File: src/rtl/fifo_pkg.sv
// Shared constants and the width helper used by the FIFO read-side blocks.
package fifo_pkg;

   localparam int FIFO_RD_LAT_MAX = 2;
   localparam int FIFO_PKT_CNT_W  = 16;

   // Ceiling log2; returns 0 for v <= 1.
   function automatic int clog2(input int v);
      int r;
      r = 0;
      while ((1 << r) < v) r++;
      return r;
   endfunction

endpackage

File: src/rtl/fifo_skid_buf.sv
// Small circular buffer holding words returned by the FIFO RAM until the sink
// takes them; head entry is presented combinationally.
module fifo_skid_buf
   import fifo_pkg::*;
#(
   parameter int SKID_DEPTH = 2,
   parameter int DATA_WIDTH = 8
) (
   input  logic                            clk,
   input  logic                            sclr,
   input  logic                            push,
   input  logic [DATA_WIDTH-1:0]           push_data,
   input  logic                            pop,
   output logic [DATA_WIDTH-1:0]           head_data,
   output logic [clog2(SKID_DEPTH+1)-1:0]  count
);

   localparam int IW = (clog2(SKID_DEPTH) < 1) ? 1 : clog2(SKID_DEPTH);
   localparam int CW = clog2(SKID_DEPTH + 1);

   logic [DATA_WIDTH-1:0] mem_q [SKID_DEPTH];
   logic [DATA_WIDTH-1:0] mem_d [SKID_DEPTH];
   logic [IW-1:0]         wr_idx_q, wr_idx_d;
   logic [IW-1:0]         rd_idx_q, rd_idx_d;
   logic [CW-1:0]         count_q, count_d;

   function automatic logic [IW-1:0] wrap_inc(input logic [IW-1:0] i);
      return (i == IW'(SKID_DEPTH - 1)) ? '0 : i + 1'b1;
   endfunction

   always_comb begin
      mem_d    = mem_q;
      wr_idx_d = wr_idx_q;
      rd_idx_d = rd_idx_q;
      count_d  = count_q;
      if (push) begin
         mem_d[wr_idx_q] = push_data;
         wr_idx_d        = wrap_inc(wr_idx_q);
      end
      if (pop) rd_idx_d = wrap_inc(rd_idx_q);
      case ({push, pop})
         2'b10:   count_d = count_q + 1'b1;
         2'b01:   count_d = count_q - 1'b1;
         default: count_d = count_q;
      endcase
   end

   always_ff @(posedge clk) begin
      if (sclr) begin
         for (int i = 0; i < SKID_DEPTH; i++) mem_q[i] <= '0;
         wr_idx_q <= '0;
         rd_idx_q <= '0;
         count_q  <= '0;
      end else begin
         // upstream credit accounting must make both of these impossible
         assert (!(push && !pop && count_q == CW'(SKID_DEPTH)));
         assert (!(pop && count_q == '0));
         mem_q    <= mem_d;
         wr_idx_q <= wr_idx_d;
         rd_idx_q <= rd_idx_d;
         count_q  <= count_d;
      end
   end

   assign head_data = mem_q[rd_idx_q];
   assign count     = count_q;

endmodule

File: src/rtl/fifo_read_streamer.sv
// Read-side drain engine for dual_clock_fifo: credit-controlled rdreq, read latency
// absorption and a bubble-free valid/ready output. FIFO_STREAM_LAST_EN adds m_last framing.
module fifo_read_streamer
   import fifo_pkg::*;
#(
   parameter  int DATA_WIDTH = 8,
   parameter  int RD_LATENCY = 1,
   parameter  int PKT_LEN    = 16,
   localparam int SKID_DEPTH = RD_LATENCY + 1,
   localparam int OCC_W      = clog2(SKID_DEPTH + 1)
) (
   input  logic                  rd_clk,
   input  logic                  sclr,
   input  logic [DATA_WIDTH-1:0] rd_data,
   input  logic                  empty,
   output logic                  rdreq,
   output logic [DATA_WIDTH-1:0] m_data,
   output logic                  m_valid,
   input  logic                  m_ready,
`ifdef FIFO_STREAM_LAST_EN
   output logic                  m_last,
`endif
   output logic [OCC_W-1:0]      occupancy
);

   localparam int CRW = clog2(2 * SKID_DEPTH + 2);

   if (RD_LATENCY < 1 || RD_LATENCY > FIFO_RD_LAT_MAX || PKT_LEN < 1 || PKT_LEN > 65535)
   begin : g_bad_cfg
      $error("fifo_read_streamer: illegal RD_LATENCY or PKT_LEN");
   end

   // pipe_q[k] is set when a read was issued k+1 cycles ago
   logic [RD_LATENCY-1:0] pipe_q, pipe_d;
   logic                  pop;
   logic [CRW-1:0]        credit_used;

   assign pop = m_valid && m_ready;

   // A slot is reserved at issue time, so a pop in this cycle frees one for reuse.
   always_comb begin
      credit_used = CRW'(occupancy) + CRW'($countones(pipe_q));
      rdreq       = !empty && !sclr && (credit_used < CRW'(SKID_DEPTH) + CRW'(pop));
      pipe_d      = RD_LATENCY'({pipe_q, rdreq});
   end

   fifo_skid_buf #(
      .SKID_DEPTH (SKID_DEPTH),
      .DATA_WIDTH (DATA_WIDTH)
   ) u_skid (
      .clk       (rd_clk),
      .sclr      (sclr),
      .push      (pipe_q[RD_LATENCY-1]),
      .push_data (rd_data),
      .pop       (pop),
      .head_data (m_data),
      .count     (occupancy)
   );

   assign m_valid = (occupancy != '0);

`ifdef FIFO_STREAM_LAST_EN
   logic [FIFO_PKT_CNT_W-1:0] beat_q, beat_d;
   logic                      beat_last;

   assign beat_last = (beat_q == FIFO_PKT_CNT_W'(PKT_LEN - 1));
   assign m_last    = m_valid && beat_last;

   always_comb begin
      beat_d = beat_q;
      if (pop) beat_d = beat_last ? '0 : beat_q + 1'b1;
   end
`endif

   always_ff @(posedge rd_clk) begin
      if (sclr) begin
         pipe_q <= '0;
`ifdef FIFO_STREAM_LAST_EN
         beat_q <= '0;
`endif
      end else begin
         pipe_q <= pipe_d;
`ifdef FIFO_STREAM_LAST_EN
         beat_q <= beat_d;
`endif
      end
   end

endmodule
File: config.mk
export PLATFORM = sky130hd
export DESIGN_NAME = fifo_read_streamer
export DESIGN_NICKNAME = d
export VERILOG_FILES = /design/src/rtl/fifo_pkg.sv /design/src/rtl/fifo_skid_buf.sv /design/src/rtl/fifo_read_streamer.sv
export SDC_FILE = /design/constraint.sdc
export NUM_CORES = 1
export LEC_CHECK = 0
export ABC_CLOCK_PERIOD_IN_PS = 1300
export BUFFER_PORTS_ARGS = -buffer_cell sky130_fd_sc_hd__buf_2
export CORE_UTILIZATION = 40
export CTS_BUF_LIST = sky130_fd_sc_hd__clkbuf_16
export CTS_CLUSTER_DIAMETER = 120
export DETAILED_ROUTE_END_ITERATION = 8
export GPL_TIMING_DRIVEN = 0
export PLACE_DENSITY_LB_ADDON = 0.3
export RECOVER_POWER = 100
export SYNTH_ARGS = -nofsm -noshare
export SYNTH_HDL_FRONTEND = slang
export SYNTH_HIERARCHICAL = 1
export SYNTH_SLANG_ARGS = --single-unit
File: constraint.sdc
create_clock -name rd_clk -period 1.3 [get_ports rd_clk]
set_input_delay 0.26 -clock rd_clk [delete_from_list [all_inputs] [get_ports rd_clk]]
set_output_delay 0.26 -clock rd_clk [all_outputs]
set_load 0.05 [all_outputs]
==> flow_metrics.env, run 1 <==
export IMPL_rsz0062_at_grt="yes"
export IMPL_fin_nets=156
export IMPL_most_common_layout_cells="nand2_1, a21oi_1, dfxtp_1"
export IMPL_clockBufferDepth=2
export IMPL_ctsRootBufferMaster="clkbuf_16"
export IMPL_clk_pin_slew_ps=50
export IMPL_setup_ws_ps=-501
export IMPL_synthAdderAreaFrac_pct=4.09
export IMPL_hold_slack_ps=216
export IMPL_numPortBuffers=23
export IMPL_cp_data_arrival_time_ps=1540
export IMPL_p_leak_nw=0.566
export IMPL_power_total_mw=2.61
export IMPL_synth_xor_area_share_pct=2.86
export IMPL_wl_per_cell_um=14.9
export IMPL_htree_levels=1
export IMPL_r2r_start="u_skid/count[0]"
export IMPL_path_class="reg -> out"
export IMPL_drv_cap=0
export IMPL_cp_end_kind="primary output"
export IMPL_io_pins=24
export IMPL_outcome="finished, violations left"
export IMPL_grt_pass1_wl_mm=4.06
export IMPL_setup_violations=12
export IMPL_clkPwrFrac_pct=24.2
export IMPL_cts_buffers=3
export IMPL_ys_seq_area_share_pct=45.8
export IMPL_drive_above_1_share_pct=40.0
export IMPL_violations="setup timing"
export IMPL_vias=894
export IMPL_crit_path_max_fanout=2
export IMPL_die_y_um=49.9
export IMPL_min_period_ps=1800
export IMPL_pwr_share_comb_pct=45.1
export IMPL_cts_sinks=21
export IMPL_synth_area_leaders="dfxtp_1, nand2_1, a21oi_1"
export IMPL_initial_utilization_pct=44.5
export IMPL_hold_path_startpoint="empty"
export IMPL_worstMarginPinSlew_ps=456
export IMPL_skew_ps=0.891
export IMPL_fp_dieW_um=49.9
export IMPL_hp_class="in -> reg"
export IMPL_n_antenna_cell=0
export IMPL_drt_iter0_drc=17
export IMPL_synth_area_leader_cell="dfxtp_1"
export IMPL_synth_simple_gate_area_share_pct=19.5
export IMPL_power_switching_mw=0.922
export IMPL_num_rows=16
export IMPL_cts_tree="yes"
export IMPL_core_um2=2060
export IMPL_maxSlewHeadroom_pct=69.6
export IMPL_antenna_found_initial=0
export IMPL_synth_cells=106
export IMPL_worstHoldPathCells=2
export IMPL_grt_pass1_vias=854
export IMPL_yosysUniqueCellTypes=21
export IMPL_insertion_delay_ps=250
export IMPL_critPathTopFamily="compound AO/OA/AOI/OAI gates"
export IMPL_required_ps=1040
export IMPL_finalCritPeriodShare_pct=139
export IMPL_cp_buffers_inverters=1
export IMPL_slowest_delay_ps=360
export IMPL_avgSynthCellArea_um2=8.66
export IMPL_hpwlAfterDp_mm=1.49
export IMPL_yosysWarningCount=6
export IMPL_switching_share_pct=35.3
export IMPL_power_density_nw_per_um2=1850
export IMPL_power_internal_mw=1.69
export IMPL_synth_top_family_by_area="simple AND/OR/NAND/NOR gates"
export IMPL_drc=0
export IMPL_viasPerCell=5.35
export IMPL_rr_worst_depth=4
export IMPL_cp_depth=4
export IMPL_drv_slew=0
export IMPL_fp_dieArea_um2=2490
export IMPL_final_hold_viol_count=0
export IMPL_track_usage_pct=22.1
export IMPL_gp_congestion=0.669
export IMPL_startpoint="pipe_q"
export IMPL_areaGrowthSynthToFinish_pct=53.7
export IMPL_fmax_mhz=555
export IMPL_synth_mux_area_share_pct=9.81
export IMPL_pre_cts_slack_ps=-396
export IMPL_seqPwrFrac_pct=30.7
export IMPL_fin_setup_tns_ps=-2390
export IMPL_ir_worst_vdd_mv=1.43
export IMPL_synth_compound_gate_area_share_pct=14.0
export IMPL_drtAntennaViolNets=0
export IMPL_drt_first_pass_iters=4
export IMPL_crit_chain="ha_4 -> nand2b_4 -> a2111oi_4 -> buf_6"
export IMPL_layout_commonest_cell="nand2_1"
export IMPL_cpMaxStageDelayCell="a2111oi_4"
export IMPL_r2r_setup_slack_ps=-220
export IMPL_cp_start_kind="flip-flop"
export IMPL_grt_max_degree=13
export IMPL_cts_hold_fix_buffers=0
export IMPL_syn_num_nets=121
export IMPL_synth_top_area_share_pct=45.8
export IMPL_syn_area_um2=918
export IMPL_synth_seq_cells=21
export IMPL_grt_overflow=0
export IMPL_routed_wl_mm=2.48
area by class of cell:
| class | instances | area, um2 |
|---|---|---|
| Fill cell | 162 | 651 |
| Multi-Input combinational cell | 77 | 539 |
| Sequential cell | 21 | 433 |
| Timing Repair Buffer | 31 | 289 |
| Clock buffer | 3 | 75.1 |
| Buffer | 6 | 33.8 |
| Tap cell | 27 | 33.8 |
| Clock inverter | 1 | 3.75 |
| Inverter | 1 | 3.75 |
flip-flops by register name (all words and copies together), names as in the netlist:
name,flops
u_skid/count,2
u_skid/rd_idx_q,1
u_skid/mem_q,16
pipe_q,1
u_skid/wr_idx_q,1
what timing repair did:
| item | in CTS | in global routing |
|---|---|---|
| endpoints found under the setup margin | 12 | 14 |
| setup buffers | 5 | 2 |
| resized for setup | 45 | 3 |
| pin swaps | 2 | 1 |
| cloned | 1 | 0 |
cell families (layout without fill, tap and decap cells):
group	after synthesis	after routing
mux	8	8
compound gates	22	22
flops	21	21
xor+xnor	3	3
fa+ha+maj	3	3
simple gates	41	41
buf+inv	8	42
cell usage after synthesis:
| cell | n |
|---|---|
| nand2_1 | 26 |
| dfxtp_1 | 21 |
| a21oi_1 | 18 |
| mux2_2 | 8 |
| nand3_1 | 8 |
| buf_2 | 5 |
| ha_1 | 3 |
| clkbuf_1 | 2 |
| nor2_1 | 2 |
| xnor2_1 | 2 |
| a2111oi_1 | 1 |
| a2111oi_2 | 1 |
| inv_1 | 1 |
| nand2b_1 | 1 |
| nand2b_2 | 1 |
| nor2b_1 | 1 |
| o21a_2 | 1 |
| o21ai_0 | 1 |
| or2_1 | 1 |
| or3_1 | 1 |
| xor2_1 | 1 |
worst register-to-register path, delay by kind of cell (launching register included):
family	cells	cell delay, ps
compound gates	2	390
fa+ha+maj	1	330
flops	1	350
simple gates	1	360
worst paths after layout:
path,endpoint
hold / removal,pipe_q
setup / recovery,rdreq
hold reg to reg,u_skid/mem_q[13]
setup reg to reg,u_skid/count[1]
power by group through the flow:
stage	Clock [mW]	Sequential [mW]	Combinational [mW]
after floorplan	0	0.869	0.600
after global placement	0	0.806	0.818
after detailed placement	0	0.812	0.841
after CTS	0.641	0.802	1.11
after global routing	0.675	0.810	1.24
final	0.631	0.802	1.18
per-layer routing:
metal / part of all wire, % / global-route usage (%) / routed length [um]
met4: 0.93 / 3.81 / 23
met3: 4.7 / 5.56 / 117
met5: 0 / 0 / 0
met2: 54 / 38.5 / 1340
met1: 41 / 27.3 / 1010
per-stage QoR:
stage	std cells	utilization [%]	cell area (um2)
floorplan	106	-	973
global placement	156	54.4	1120
detailed placement	156	54.4	1120
CTS	165	67.2	1390
global route	167	68.4	1410
finish	167	68.4	1410
No activity file was read; power rests on OpenSTA's default activity.
==> inputs of run 2 (changes only) <==
Settings changed: CORE_UTILIZATION 40 to 45, PLACE_DENSITY set to 0.8, PLACE_DENSITY_LB_ADDON 0.3 to unset.
==> flow_metrics.env, run 2 (synthesized netlist as in run 1, its figures left out) <==
export IMPL_holdPathEnd="pipe_q"
export IMPL_cts_hold_fix_buffers=0
export IMPL_fp_dieW_um=47.2
export IMPL_final_hold_viol_count=0
export IMPL_outcome="finished, violations left"
export IMPL_pwr_share_comb_pct=43.3
export IMPL_grt_busiest_layer="met2"
export IMPL_drv_slew=0
export IMPL_maxSlewHeadroom_pct=68.5
export IMPL_fp_dieArea_um2=2230
export IMPL_min_period_ps=1780
export IMPL_htree_levels=1
export IMPL_n_antenna_cell=0
export IMPL_drtAntennaViolNets=0
export IMPL_crit_path_max_fanout=2
export IMPL_setup_violations=10
export IMPL_finalCritPeriodShare_pct=137
export IMPL_most_common_layout_cells="nand2_1, a21oi_1, dfxtp_1"
export IMPL_layout_commonest_cell="nand2_1"
export IMPL_grt_use_met1_pct=29.9
export IMPL_r2r_start="u_skid/count[0]"
export IMPL_clockBufferDepth=2
export IMPL_ir_worst_vdd_mv=1.59
export IMPL_met2_usage_pct=36.1
export IMPL_cts_sinks=21
export IMPL_power_total_mw=2.51
export IMPL_switching_share_pct=35.2
export IMPL_path_class="reg -> out"
export IMPL_required_ps=1040
export IMPL_drt_iter0_drc=22
export IMPL_initial_utilization_pct=50.4
export IMPL_hpwlAfterDp_mm=1.41
export IMPL_cp_data_arrival_time_ps=1520
export IMPL_fmax_mhz=561
export IMPL_track_usage_pct=22.4
export IMPL_vias=856
export IMPL_grt_overflow=0
export IMPL_hold_path_startpoint="empty"
export IMPL_rr_worst_depth=4
export IMPL_power_switching_mw=0.884
export IMPL_power_internal_mw=1.62
export IMPL_drt_first_pass_iters=4
export IMPL_setup_ws_ps=-483
export IMPL_rr_endpoint="u_skid/count[1]"
export IMPL_instances_no_fill=163
export IMPL_skew_ps=0.817
export IMPL_grtUsageMet3_pct=7.31
export IMPL_num_rows=15
export IMPL_clkPwrFrac_pct=24.7
export IMPL_hold_slack_ps=228
export IMPL_ctsRootBufferMaster="clkbuf_16"
export IMPL_drv_cap=0
export IMPL_wl_per_cell_um=13.4
export IMPL_power_density_nw_per_um2=1810
export IMPL_numPortBuffers=23
export IMPL_core_um2=1820
export IMPL_violations="setup timing"
export IMPL_r2r_setup_slack_ps=-230
export IMPL_insertion_delay_ps=250
export IMPL_io_pins=24
export IMPL_antenna_found_initial=0
export IMPL_dpl_cell_count=154
export IMPL_viasPerCell=5.25
export IMPL_p_leak_nw=0.551
export IMPL_cp_end_kind="primary output"
export IMPL_hp_class="in -> reg"
export IMPL_grt_max_degree=13
export IMPL_areaGrowthSynthToFinish_pct=50.7
export IMPL_grt_pass1_wl_mm=3.39
export IMPL_worstMarginPinSlew_ps=472
export IMPL_drive_above_1_share_pct=38.4
export IMPL_seqPwrFrac_pct=32.1
export IMPL_gp_congestion=0.749
export IMPL_rsz0062_at_grt="yes"
export IMPL_largest_reg_flops=16
export IMPL_drc=0
export IMPL_cp_start_kind="flip-flop"
export IMPL_clk_pin_slew_ps=50
export IMPL_cts_tree="yes"
export IMPL_worstHoldPathCells=2
export IMPL_top_register="u_skid/mem_q"
export IMPL_die_y_um=47.2
export IMPL_fin_nets=154
export IMPL_cts_buffers=3
export IMPL_fin_setup_tns_ps=-2260
export IMPL_grt_pass1_vias=748
export IMPL_pre_cts_slack_ps=-364
export IMPL_routed_wl_mm=2.19
run 2: cell types whose count changed in the layout (fill, tap and decap cells not counted), sizes merged:
cell    change
buf         -7
clkbuf      +5
run 2: power by group through the flow:
stage                     clock network [mW]  logic (mW)  registers (mW)
after floorplan                            0       0.600           0.869
after global placement                     0       0.815           0.805
after detailed placement                   0       0.831           0.814
after CTS                              0.631        1.06           0.807
after global routing                   0.653        1.15           0.816
final                                  0.619        1.09           0.804
run 2: how the worst max path moves through the flow:
stage	startpoint	endpoint	slack [ps]	cells after the start
2_1_floorplan	u_skid/count[0]	rdreq	-530	3
6_report	pipe_q	rdreq	-480	4
5_1_grt	pipe_q	rdreq	-540	4
4_1_cts	pipe_q	rdreq	-490	4
3_5_place_dp	pipe_q	rdreq	-360	4
3_3_place_gp	pipe_q	rdreq	-330	4
run 2: stage by stage:
stage | utilization [%] | instance area, um2
2_1_floorplan | - | 973
3_3_place_gp | 61.5 | 1120
3_5_place_dp | 61.5 | 1120
4_1_cts | 75.3 | 1370
5_1_grt | 76.0 | 1380
6_report | 76.0 | 1380
run 2: cell type report:
cell class	count	area, um2
Clock buffer	3	75.1
Clock inverter	1	3.75
Buffer	6	33.8
Sequential cell	21	432
Multi-Input combinational cell	77	552
Tap cell	25	31.3
Inverter	1	3.75
Fill cell	131	437
Timing Repair Buffer	29	253
run 2: critical path, cell delays in order (launching register included):
cell	delay, ps
dfxtp_4	350
ha_4	220
nand2b_4	150
a2111oi_4	350
buf_6	200
run 2: routing by layer:
| metal | vias up | share of wire, % | wire length, um |
|---|---|---|---|
| met3 | 4 | 6.6 | 145 |
| li1 | 427 | - | - |
| met5 | - | 0 | 0 |
| met2 | 35 | 48 | 1060 |
| met1 | 390 | 44 | 960 |
| met4 | 0 | 0.91 | 20 |
run 2: timing repair:
item,4_1_cts,5_1_grt
buffers inserted,5,1
gates resized for setup,41,3
pin swaps,1,1
cloned,1,0
endpoints found under the setup margin,12,13
==> inputs of run 3 (changes only) <==
Settings changed: PLACE_DENSITY 0.8 to 0.72.
==> flow_metrics.env, run 3 (synthesized netlist as in run 1, its figures left out) <==
export IMPL_track_usage_pct=23.6
export IMPL_cp_end_kind="primary output"
export IMPL_cts_sinks=21
export IMPL_htree_levels=1
export IMPL_instances_no_fill=162
export IMPL_hold_path_startpoint="empty"
export IMPL_drtAntennaViolNets=0
export IMPL_io_pins=24
export IMPL_path_class="reg -> out"
export IMPL_cp_start_kind="flip-flop"
export IMPL_drt_iter0_drc=17
export IMPL_skew_ps=1.63
export IMPL_fmax_mhz=560
export IMPL_violations="setup timing"
export IMPL_power_switching_mw=0.893
export IMPL_numPortBuffers=23
export IMPL_grt_max_degree=13
export IMPL_ctsRootBufferMaster="clkbuf_16"
export IMPL_drc=0
export IMPL_min_period_ps=1780
export IMPL_power_density_nw_per_um2=1840
export IMPL_fin_util_pct=75.2
export IMPL_final_hold_viol_count=0
export IMPL_wl_per_cell_um=14.5
export IMPL_viasPerCell=5.38
export IMPL_clk_pin_slew_ps=50
export IMPL_outcome="finished, violations left"
export IMPL_drive_above_1_share_pct=38.7
export IMPL_placed_area_um2=1120
export IMPL_setup_ws_ps=-484
export IMPL_cts_hold_fix_buffers=0
export IMPL_r2r_start="u_skid/count[0]"
export IMPL_hold_slack_ps=209
export IMPL_power_internal_mw=1.62
export IMPL_largest_reg_flops=16
export IMPL_fp_dieArea_um2=2230
export IMPL_drv_cap=0
export IMPL_clkPwrFrac_pct=25.2
export IMPL_crit_path_max_fanout=2
export IMPL_grt_pass1_vias=788
export IMPL_antenna_found_initial=0
export IMPL_initial_utilization_pct=50.4
export IMPL_cts_buffers=3
export IMPL_grt_overflow=0
export IMPL_layout_commonest_cell="nand2_1"
export IMPL_seqPwrFrac_pct=32.0
export IMPL_num_rows=15
export IMPL_cts_tree="yes"
export IMPL_most_common_layout_cells="nand2_1, a21oi_1, dfxtp_1"
export IMPL_maxSlewHeadroom_pct=65.9
export IMPL_insertion_delay_ps=250
export IMPL_n_antenna_cell=0
export IMPL_hp_class="in -> reg"
export IMPL_top_register="u_skid/mem_q"
export IMPL_pwr_share_comb_pct=42.7
export IMPL_fin_setup_tns_ps=-2000
export IMPL_startpoint="pipe_q"
export IMPL_fin_nets=153
export IMPL_dpl_cell_count=154
export IMPL_stdcell_area_um2=1370
export IMPL_routed_wl_mm=2.35
export IMPL_core_um2=1820
export IMPL_grt_pass1_wl_mm=3.52
export IMPL_fp_dieW_um=47.2
export IMPL_switching_share_pct=35.5
export IMPL_hpwlAfterDp_mm=1.35
export IMPL_clockBufferDepth=2
export IMPL_gp_congestion=0.692
export IMPL_setup_violations=11
export IMPL_ir_worst_vdd_mv=1.46
export IMPL_cp_data_arrival_time_ps=1520
export IMPL_rsz0062_at_grt="yes"
export IMPL_worstMarginPinSlew_ps=512
export IMPL_die_y_um=47.2
export IMPL_areaGrowthSynthToFinish_pct=49.0
export IMPL_finalCritPeriodShare_pct=137
export IMPL_p_leak_nw=0.546
export IMPL_drv_slew=0
export IMPL_drt_first_pass_iters=4
export IMPL_vias=871
export IMPL_required_ps=1040
run 3: per-stage QoR:
stage	setup WS, ps	power, mW
2_1_floorplan	-532	1.47
3_3_place_gp	-342	1.62
3_5_place_dp	-359	1.64
4_1_cts	-495	2.51
5_1_grt	-543	2.62
6_report	-484	2.51
run 3: path summary, 6_finish.rpt:
check                     to  slack, ps  depth (start not counted)
max                    rdreq       -480                          4
min                   pipe_q        210                          2
max reg2reg  u_skid/count[1]       -220                          4
min reg2reg  u_skid/mem_q[0]        460                          2
run 3: worst max-delay path, stage by stage, from the launching register on:
cell and delay, ps:
dfxtp_4 350, ha_4 220, nand2b_4 140, a2111oi_4 350
buf_6 200
run 3: final cells by class:
class / instances / area [um2]
Buffer: 6 / 33.8
Tap cell: 25 / 31.3
Sequential cell: 21 / 433
Clock buffer: 3 / 75.1
Multi-Input combinational cell: 77 / 539
Timing Repair Buffer: 28 / 249
Fill cell: 129 / 452
Inverter: 1 / 3.75
Clock inverter: 1 / 3.75
run 3: timing repair:
item	4_1_cts	5_1_grt
gates cloned	1	0
gates resized for setup	43	0
endpoints found under the setup margin	12	13
pin swaps	2	0
setup buffers	4	0
run 3: metal layers:
layer,share of wire (%),vias up,wire length [um],track usage [%]
li1,-,425,-,-
met1,42,416,983,29.9
met2,54,26,1260,38.9
met3,3.4,4,79,6.15
met4,0.85,0,20,8.00
met5,0,-,0,0
run 3: power by group through the flow:
| stage | clock network (mW) | registers [mW] | logic [mW] |
|---|---|---|---|
| detailed placement | 0 | 0.811 | 0.829 |
| finish | 0.634 | 0.805 | 1.07 |
| global route | 0.671 | 0.815 | 1.14 |
| global placement | 0 | 0.806 | 0.815 |
| CTS | 0.642 | 0.803 | 1.07 |
| floorplan | 0 | 0.869 | 0.600 |
